**src/rtl/fifo_rr_scheduler.sv**
```systemverilog
// Round-robin scheduler draining four VC source FIFOs into two egress FIFOs.
// A pop is pushed to the destination chosen by the word's DEST_BIT exactly two cycles later.
module fifo_rr_scheduler #(
  parameter int DATA_SIZE = 10,
  parameter int DEST_BIT  = 8,
  parameter int NUM_SRC   = 4
) (
  input  logic                         clk,
  input  logic                         reset,
  input  logic                         enable,
  input  logic [NUM_SRC-1:0]           src_empty,
  input  logic [NUM_SRC*DATA_SIZE-1:0] src_data,
  input  logic [1:0]                   dst_pause,
  input  logic [1:0]                   dst_full,
  output logic [NUM_SRC-1:0]           src_pop,
  output logic [1:0]                   dst_push,
  output logic [DATA_SIZE-1:0]         dst_data,
  output logic [1:0]                   state,
  output logic                         idle,
  output logic                         error
);

  localparam logic [1:0] IDLE  = 2'd0;
  localparam logic [1:0] ARB   = 2'd1;
  localparam logic [1:0] STALL = 2'd2;

  logic [1:0]           state_r;
  logic [1:0]           state_nxt_s;
  logic [1:0]           ptr_r;
  logic                 v1_r;
  logic [1:0]           idx1_r;
  logic [1:0]           push_r;
  logic [DATA_SIZE-1:0] data_r;
  logic                 error_r;

  logic [NUM_SRC-1:0]   req_s;
  logic                 any_req_s;
  logic                 pause_any_s;
  logic                 can_pop_s;
  logic [NUM_SRC-1:0]   grant_s;
  logic [1:0]           grant_idx_s;
  logic [DATA_SIZE-1:0] cap_word_s;
  logic                 cap_dest_s;

  assign req_s       = ~src_empty;
  assign any_req_s   = |req_s;
  assign pause_any_s = |dst_pause;
  assign can_pop_s   = reset & (state_r == ARB) & enable & ~pause_any_s & any_req_s;
  assign cap_word_s  = src_data[idx1_r*DATA_SIZE +: DATA_SIZE];
  assign cap_dest_s  = cap_word_s[DEST_BIT];

  // First requester at or after ptr_r, wrapping modulo four
  always_comb begin
    logic       found;
    logic       hit;
    logic [1:0] j;
    grant_s     = '0;
    grant_idx_s = ptr_r;
    found       = 1'b0;
    hit         = 1'b0;
    j           = 2'd0;
    for (int k = 0; k < 4; k++) begin
      j            = ptr_r + 2'(k);
      hit          = req_s[j] & ~found;
      grant_s[j]   = grant_s[j] | hit;
      grant_idx_s  = hit ? j : grant_idx_s;
      found        = found | hit;
    end
  end

  // Next-state logic; an empty request set wins over pause in ARB
  always_comb begin
    state_nxt_s = state_r;
    case (state_r)
      IDLE: begin
        if (enable && any_req_s && !pause_any_s) state_nxt_s = ARB;
        else                                      state_nxt_s = IDLE;
      end
      ARB: begin
        if (!enable || !any_req_s) state_nxt_s = IDLE;
        else if (pause_any_s)      state_nxt_s = STALL;
        else                       state_nxt_s = ARB;
      end
      STALL: begin
        if (!enable)           state_nxt_s = IDLE;
        else if (!pause_any_s) state_nxt_s = ARB;
        else                   state_nxt_s = STALL;
      end
      default: state_nxt_s = IDLE;
    endcase
  end

  // State, pointer, pop stage and capture/push stage
  always_ff @(posedge clk) begin
    if (!reset) begin
      state_r <= IDLE;
      ptr_r   <= 2'd0;
      v1_r    <= 1'b0;
      idx1_r  <= 2'd0;
      push_r  <= 2'b00;
      data_r  <= '0;
      error_r <= 1'b0;
    end else begin
      state_r <= state_nxt_s;
      ptr_r   <= can_pop_s ? grant_idx_s + 2'd1 : ptr_r;
      v1_r    <= can_pop_s;
      idx1_r  <= grant_idx_s;
      if (v1_r && !dst_full[cap_dest_s]) begin
        push_r <= cap_dest_s ? 2'b10 : 2'b01;
        data_r <= cap_word_s;
      end else begin
        push_r <= 2'b00;
        data_r <= data_r;
      end
      // A full destination at capture time drops the word and latches the error
      error_r <= error_r | (v1_r & dst_full[cap_dest_s]);
    end
  end

  assign src_pop  = can_pop_s ? grant_s : '0;
  assign dst_push = push_r;
  assign dst_data = data_r;
  assign state    = state_r;
  assign error    = error_r;
  assign idle     = ~reset | ((state_r == IDLE) & ~v1_r & ~|push_r);

endmodule

```
**config.mk**
```make
export PLATFORM = sky130hd
export DESIGN_NAME = fifo_rr_scheduler
export DESIGN_NICKNAME = d
export VERILOG_FILES = /design/src/rtl/fifo_rr_scheduler.sv
export SDC_FILE = /design/constraint.sdc
export NUM_CORES = 1
export LEC_CHECK = 0
export ABC_CLOCK_PERIOD_IN_PS = 3450
export CAP_MARGIN = 20
export CORE_MARGIN = 2
export CORE_UTILIZATION = 39
export DETAILED_ROUTE_END_ITERATION = 6
export PLACE_DENSITY = 0.77
export SLEW_MARGIN = 20
export SYNTH_ARGS = -nofsm -noshare
export SYNTH_HDL_FRONTEND = slang
export SYNTH_SLANG_ARGS = --single-unit
```
**constraint.sdc**
```tcl
create_clock -name clk -period 3.45 [get_ports clk]
set_clock_uncertainty 0.15 [all_clocks]
set_input_delay 1.035 -clock clk [delete_from_list [all_inputs] [get_ports clk]]
set_output_delay 1.035 -clock clk [all_outputs]
set_load 0.01 [all_outputs]
```
Yosys cells after proc, flatten, opt, wreduce, memory -nomap -nowiden
Index checks and enable logic that the tools add are counted.
- add/sub/neg operators: 4
- multiply operators: 1
- order comparisons: 9
- eq/ne operators: 2
- shift-type cells: 1
- mux-type cells: 39
- bitwise logic cells: 26
- reductions and logical operators: 18
- operator list (operator ; number):
    $shiftx A40 B7 Y10 ; 1
    $bmux W1 S2 ; 8
    $mux W1 ; 15
    $mux W2 ; 7
    $bwmux W4 ; 3
    $lt A2 B3 Y1 const B ; 4
    $and A1 B1 Y1 ; 10
    $demux W1 S2 ; 4
    $ge A2 B1 Y1 const B ; 4
    $or A1 B1 Y1 ; 8
    $logic_and A1 B1 Y1 ; 7
    $not A1 Y1 ; 6
    $pmux W2 S3 ; 1
    $logic_not A1 Y1 ; 5
    $mul A2 B3 Y5 const B ; 1
    $add A2 B1 Y2 const B ; 2
    $add A2 B2 Y2 const B ; 2
    $and A4 B4 Y4 ; 1
    $mux W4 ; 1
    $not A4 Y4 ; 1
    $reduce_or A2 Y1 ; 2
    $reduce_or A4 Y1 ; 1
    $eq A2 B1 Y1 const B ; 1
    $eq A2 B2 Y1 const B ; 1
    other kinds (4) ; 4
- bits in registers: 20
- bits of input ports: 51
- output and inout bits: 20
- logic and storage cells: 107

Longest topological paths before layout
- depth in word-level cells: 18
- depth in mapped cells: 11
- depth with buffers taken out: 8

Worst setup path after synthesis
Ideal clock, no wire load.
- path type: input to output
- from: input src_empty[3]
- to: output src_pop[0]
- arrival: 2.662 ns
- data required time: 2.265 ns
- path slack: -0.397 ns
- stages: 6
- path buffers: 1
- cells stage by stage: mux4_2 -> buf_6 -> o21a_1 -> a221oi_4 -> a21oi_2 -> o31ai_1
- longest elaborated chain between the ends: 18
- elaborated cells on any way between the ends: 34
- classes of those cells: mux: 18; bitwise: 15; reduce/logical: 1
- RTL lines (element ; line ; text):
    start, declared ; 11 ; input logic [NUM_SRC-1:0] src_empty,
    $not A4 Y4 (*) ; 45 ; assign req_s = ~src_empty;
    $bmux W1 S2 ; 64 ; hit = req_s[j] & ~found;
    $mux W1 (implied by the code) ; 64 ;
    $or A1 B1 Y1 ; 65 ; grant_s[j] = grant_s[j] | hit;
    $and A4 B4 Y4 (no source line) ; n/a ;
    $bmux W1 S2 ; 65 ;
    $mux W1 (implied by the code) ; 65 ;
    $or A1 B1 Y1 ; 65 ;
    [2 not listed] ; n/a ;
    $mux W1 (implied by the code) ; 65 ;
    $or A1 B1 Y1 ; 65 ;
    $bwmux W4 ; 65 ;
    $bmux W1 S2 ; 65 ;
    $mux W1 (implied by the code) ; 65 ;
    $or A1 B1 Y1 ; 65 ;
    $bwmux W4 ; 65 ;
    $mux W4 (*) ; 120 ; assign src_pop = can_pop_s ? grant_s : '0;
    end, declared ; 15 ; output logic [NUM_SRC-1:0] src_pop,
Every way passes the cells marked *; elsewhere a longest branch is shown, timed or not. The select of a mux whose other input is x is not followed.

Worst setup path in the final report
- from: input src_empty[3]
- to: output src_pop[3]
The elaborated chain is that of the path after synthesis.

==> flow_summary.yaml <==
outcome:
  status: "finished with violations"
  violations: "setup timing"
placed_design:
  placed_cell_area_um2: 2770
  pre_cts_slack_ps: -1480
  dp_cells: 327
  gp_congestion: 0.893
  numPortBuffers: 70
  dpl.hpwl_mm: 4.06
sta:
  min_period_over_period_pct: 122
  fmax_mhz: 238
  rsz0062_at_grt: "yes"
  setup_viol: 4
  final.min_clock_period_ps: 4210
  setup_ws_ps: -755
  tns_ps: -2870
  worstMarginPinSlew_ps: 590
  hold_viol: 0
  relSlewSlack_pct: 60.3
  final_max_slew_viol_count: 0
  holdWs_ps: 354
global_routing:
  busiest_layer: "met2"
  track_usage_pct: 21.4
  grt_max_degree: 19
  grt_pass1_vias: 1995
  grt_pass1_wl_mm: 8.80
  grtUsageMet3_pct: 5.70
  grt_overflow_total: 0
  grt_util_met2_pct: 37.9
  use_met1_pct: 24.4
  grt_antenna_before_repair: 0
yosys:
  synth.area.top_cells: "dfxtp_1, mux4_2, mux2i_1"
  synth_area_um2: 1740
  ys.flop_type: "dfxtp_1"
  async_flop_share_pct: 0
  synth_area_per_cell_um2: 9.76
  seq_area_frac_synth_pct: 23.1
  yosys_register_bits: 20
  synth_fp_nets: 233
  synth_top_area_share_pct: 23.1
  post-synth-top-count-cell: "dfxtp_1"
  synth_common_cells: "dfxtp_1, nor2b_1, mux2i_1"
  synth_cell_types: 44
  synth_edf_count: 0
  syn_inst: 178
  yosys_warnings: 0
  synth_area_leader_cell: "dfxtp_1"
final_layout:
  design_area_um2: 2920
  drive_gt1_share_pct: 30.3
  num_antenna_cells: 0
  fin_util_pct: 67.6
  final_cells: 336
  final_nets: 340
  syn_to_final_growth_pct: 68.3
clocking:
  hold_buffers: 0
  clkSinkCount: 20
  clk_latency_ps: 260
  cts-root-buf: "clkbuf_8"
  cts_tree: "built"
  cts_buffers: 3
  htree_levels: 1
  clockBufferDepth: 2
  clk_pin_slew_ps: 80
power_and_ir_drop:
  cellPowerDensity_nw_per_um2: 212
  power_leakage_nw: 1.16
  ir_worst_vdd_v: 0.000149
  p_total_mw: 0.618
route:
  drtAntennaViolNets: 0
  drt-initial-drc-count: 126
  wl_mm: 5.01
  vias: 1873
  detail_route.wl_per_cell_um: 14.9
  first_pass_iters: 4
  routed_via_density: 5.57
  drt_drc_violations_left: 0
setup_path:
  startpoint_type: "primary input"
  cp_cell_sequence: "buf_8, mux4_2, and2b_2, o221ai_4, a221oi_4, buf_4, a21oi_4, o31ai_2, buf_2"
  critical_path.endpoint_type: "output port"
  crit_fanout: 5
  cpPeakStageDelay_ps: 520
  crit_required_ps: 2260
  critPathSlowestCell: "mux4_2"
  cp.arrival_ps: 3020
  worstSetupPathType: "primary input to output port"
floorplanning:
  die_area_um2: 5000
  fp.dieW_um: 70.7
  num_rows: 24
  core_area_um2: 4320
  initial_utilization_pct: 40.2
  io_pins: 71
  chipHeight_um: 70.7
flow_run:
  maxCapViolCount: 0
worst_hold_path:
  hold_class: "flop to flop"
cell type report:
class | count | area [um^2]
clock buffers | 3 | 41.3
clock inverters | 1 | 30.0
fillers | 325 | 1400
inverters | 9 | 33.8
multi-input cells | 137 | 1310
flip-flops and latches | 20 | 400
well taps | 52 | 65.1
repair buffers | 114 | 1050
per-layer routing:
metal / wire length [um] / part of all wire, %
met2: 2500 / 50
met5: 0 / 0
met3: 468 / 9.3
met1: 1940 / 39
met4: 95 / 1.9
cells by family after synthesis:
logic type                 share of synthesized area, %
DFF                                                23.1
and+or+nand+nor                                    20.8
xor gates and xnor gates                          0.504
buffers and inverters                              5.55
muxes                                              28.0
AOI/OAI and AO/OA                                  19.2
adders and majority gates                          2.88
what timing repair did:
| action | in CTS | in global routing |
|---|---|---|
| setup endpoints to repair | 5 | 4 |
| pin swaps | 5 | 2 |
| setup buffers | 3 | 2 |
| gates resized for setup | 49 | 3 |
| cloned | 0 | 0 |
worst paths after layout:
kind / cells past startpoint / startpoint / slack (ps) / to
hold reg to reg: 1 / error / 350 / error
hold / removal: 1 / error / 350 / error
setup reg to reg: 9 / ptr_r[0] / 840 / ptr_r[1]
setup / recovery: 9 / src_empty[3] / -760 / src_pop[3]
worst max-delay path, delay by kind of cell:
kind / cells / cell delay [ps]
and+or+nand+nor: 1 / 310
muxes: 1 / 520
AOI/OAI and AO/OA: 4 / 710
buffers and inverters: 3 / 430
cells in the final DEF (no fill, tap or decap), drive strengths merged, types with 2 or more instances in the layout:
cell and count:
buf 52, o21a 7, mux4 15, a31oi 2, or4 2, o211ai 2, o221ai 3, nor3b 2
o31ai 5, o311ai 2, nor2b 17, nor3 4, nor2 4, clkdlybuf4s50 61, clkbuf 3, inv 9
nand2b 3, o21ai 4, and2 2, ha 4, nand3 4, nor4b 2, a211oi 2, o2111ai 6
nand3b 2, or2 2, nand2 10, mux2i 14, a21oi 5, nor4 2, nand4 2, dfxtp 20
flip-flops by register name, summed over array words and instances, names as in the netlist:
name,flops
dst_data,10
dst_push,2
idx1_r,2
ptr_r,2
state,2
error,1
v1_r,1
power by group:
group | switching (mW) | internal, mW
sequential | 0.00277 | 0.233
combinational | 0.0494 | 0.103
clock | 0.0755 | 0.155
total | 0.128 | 0.491
Note: power is estimated with default switching activity, not from simulation.
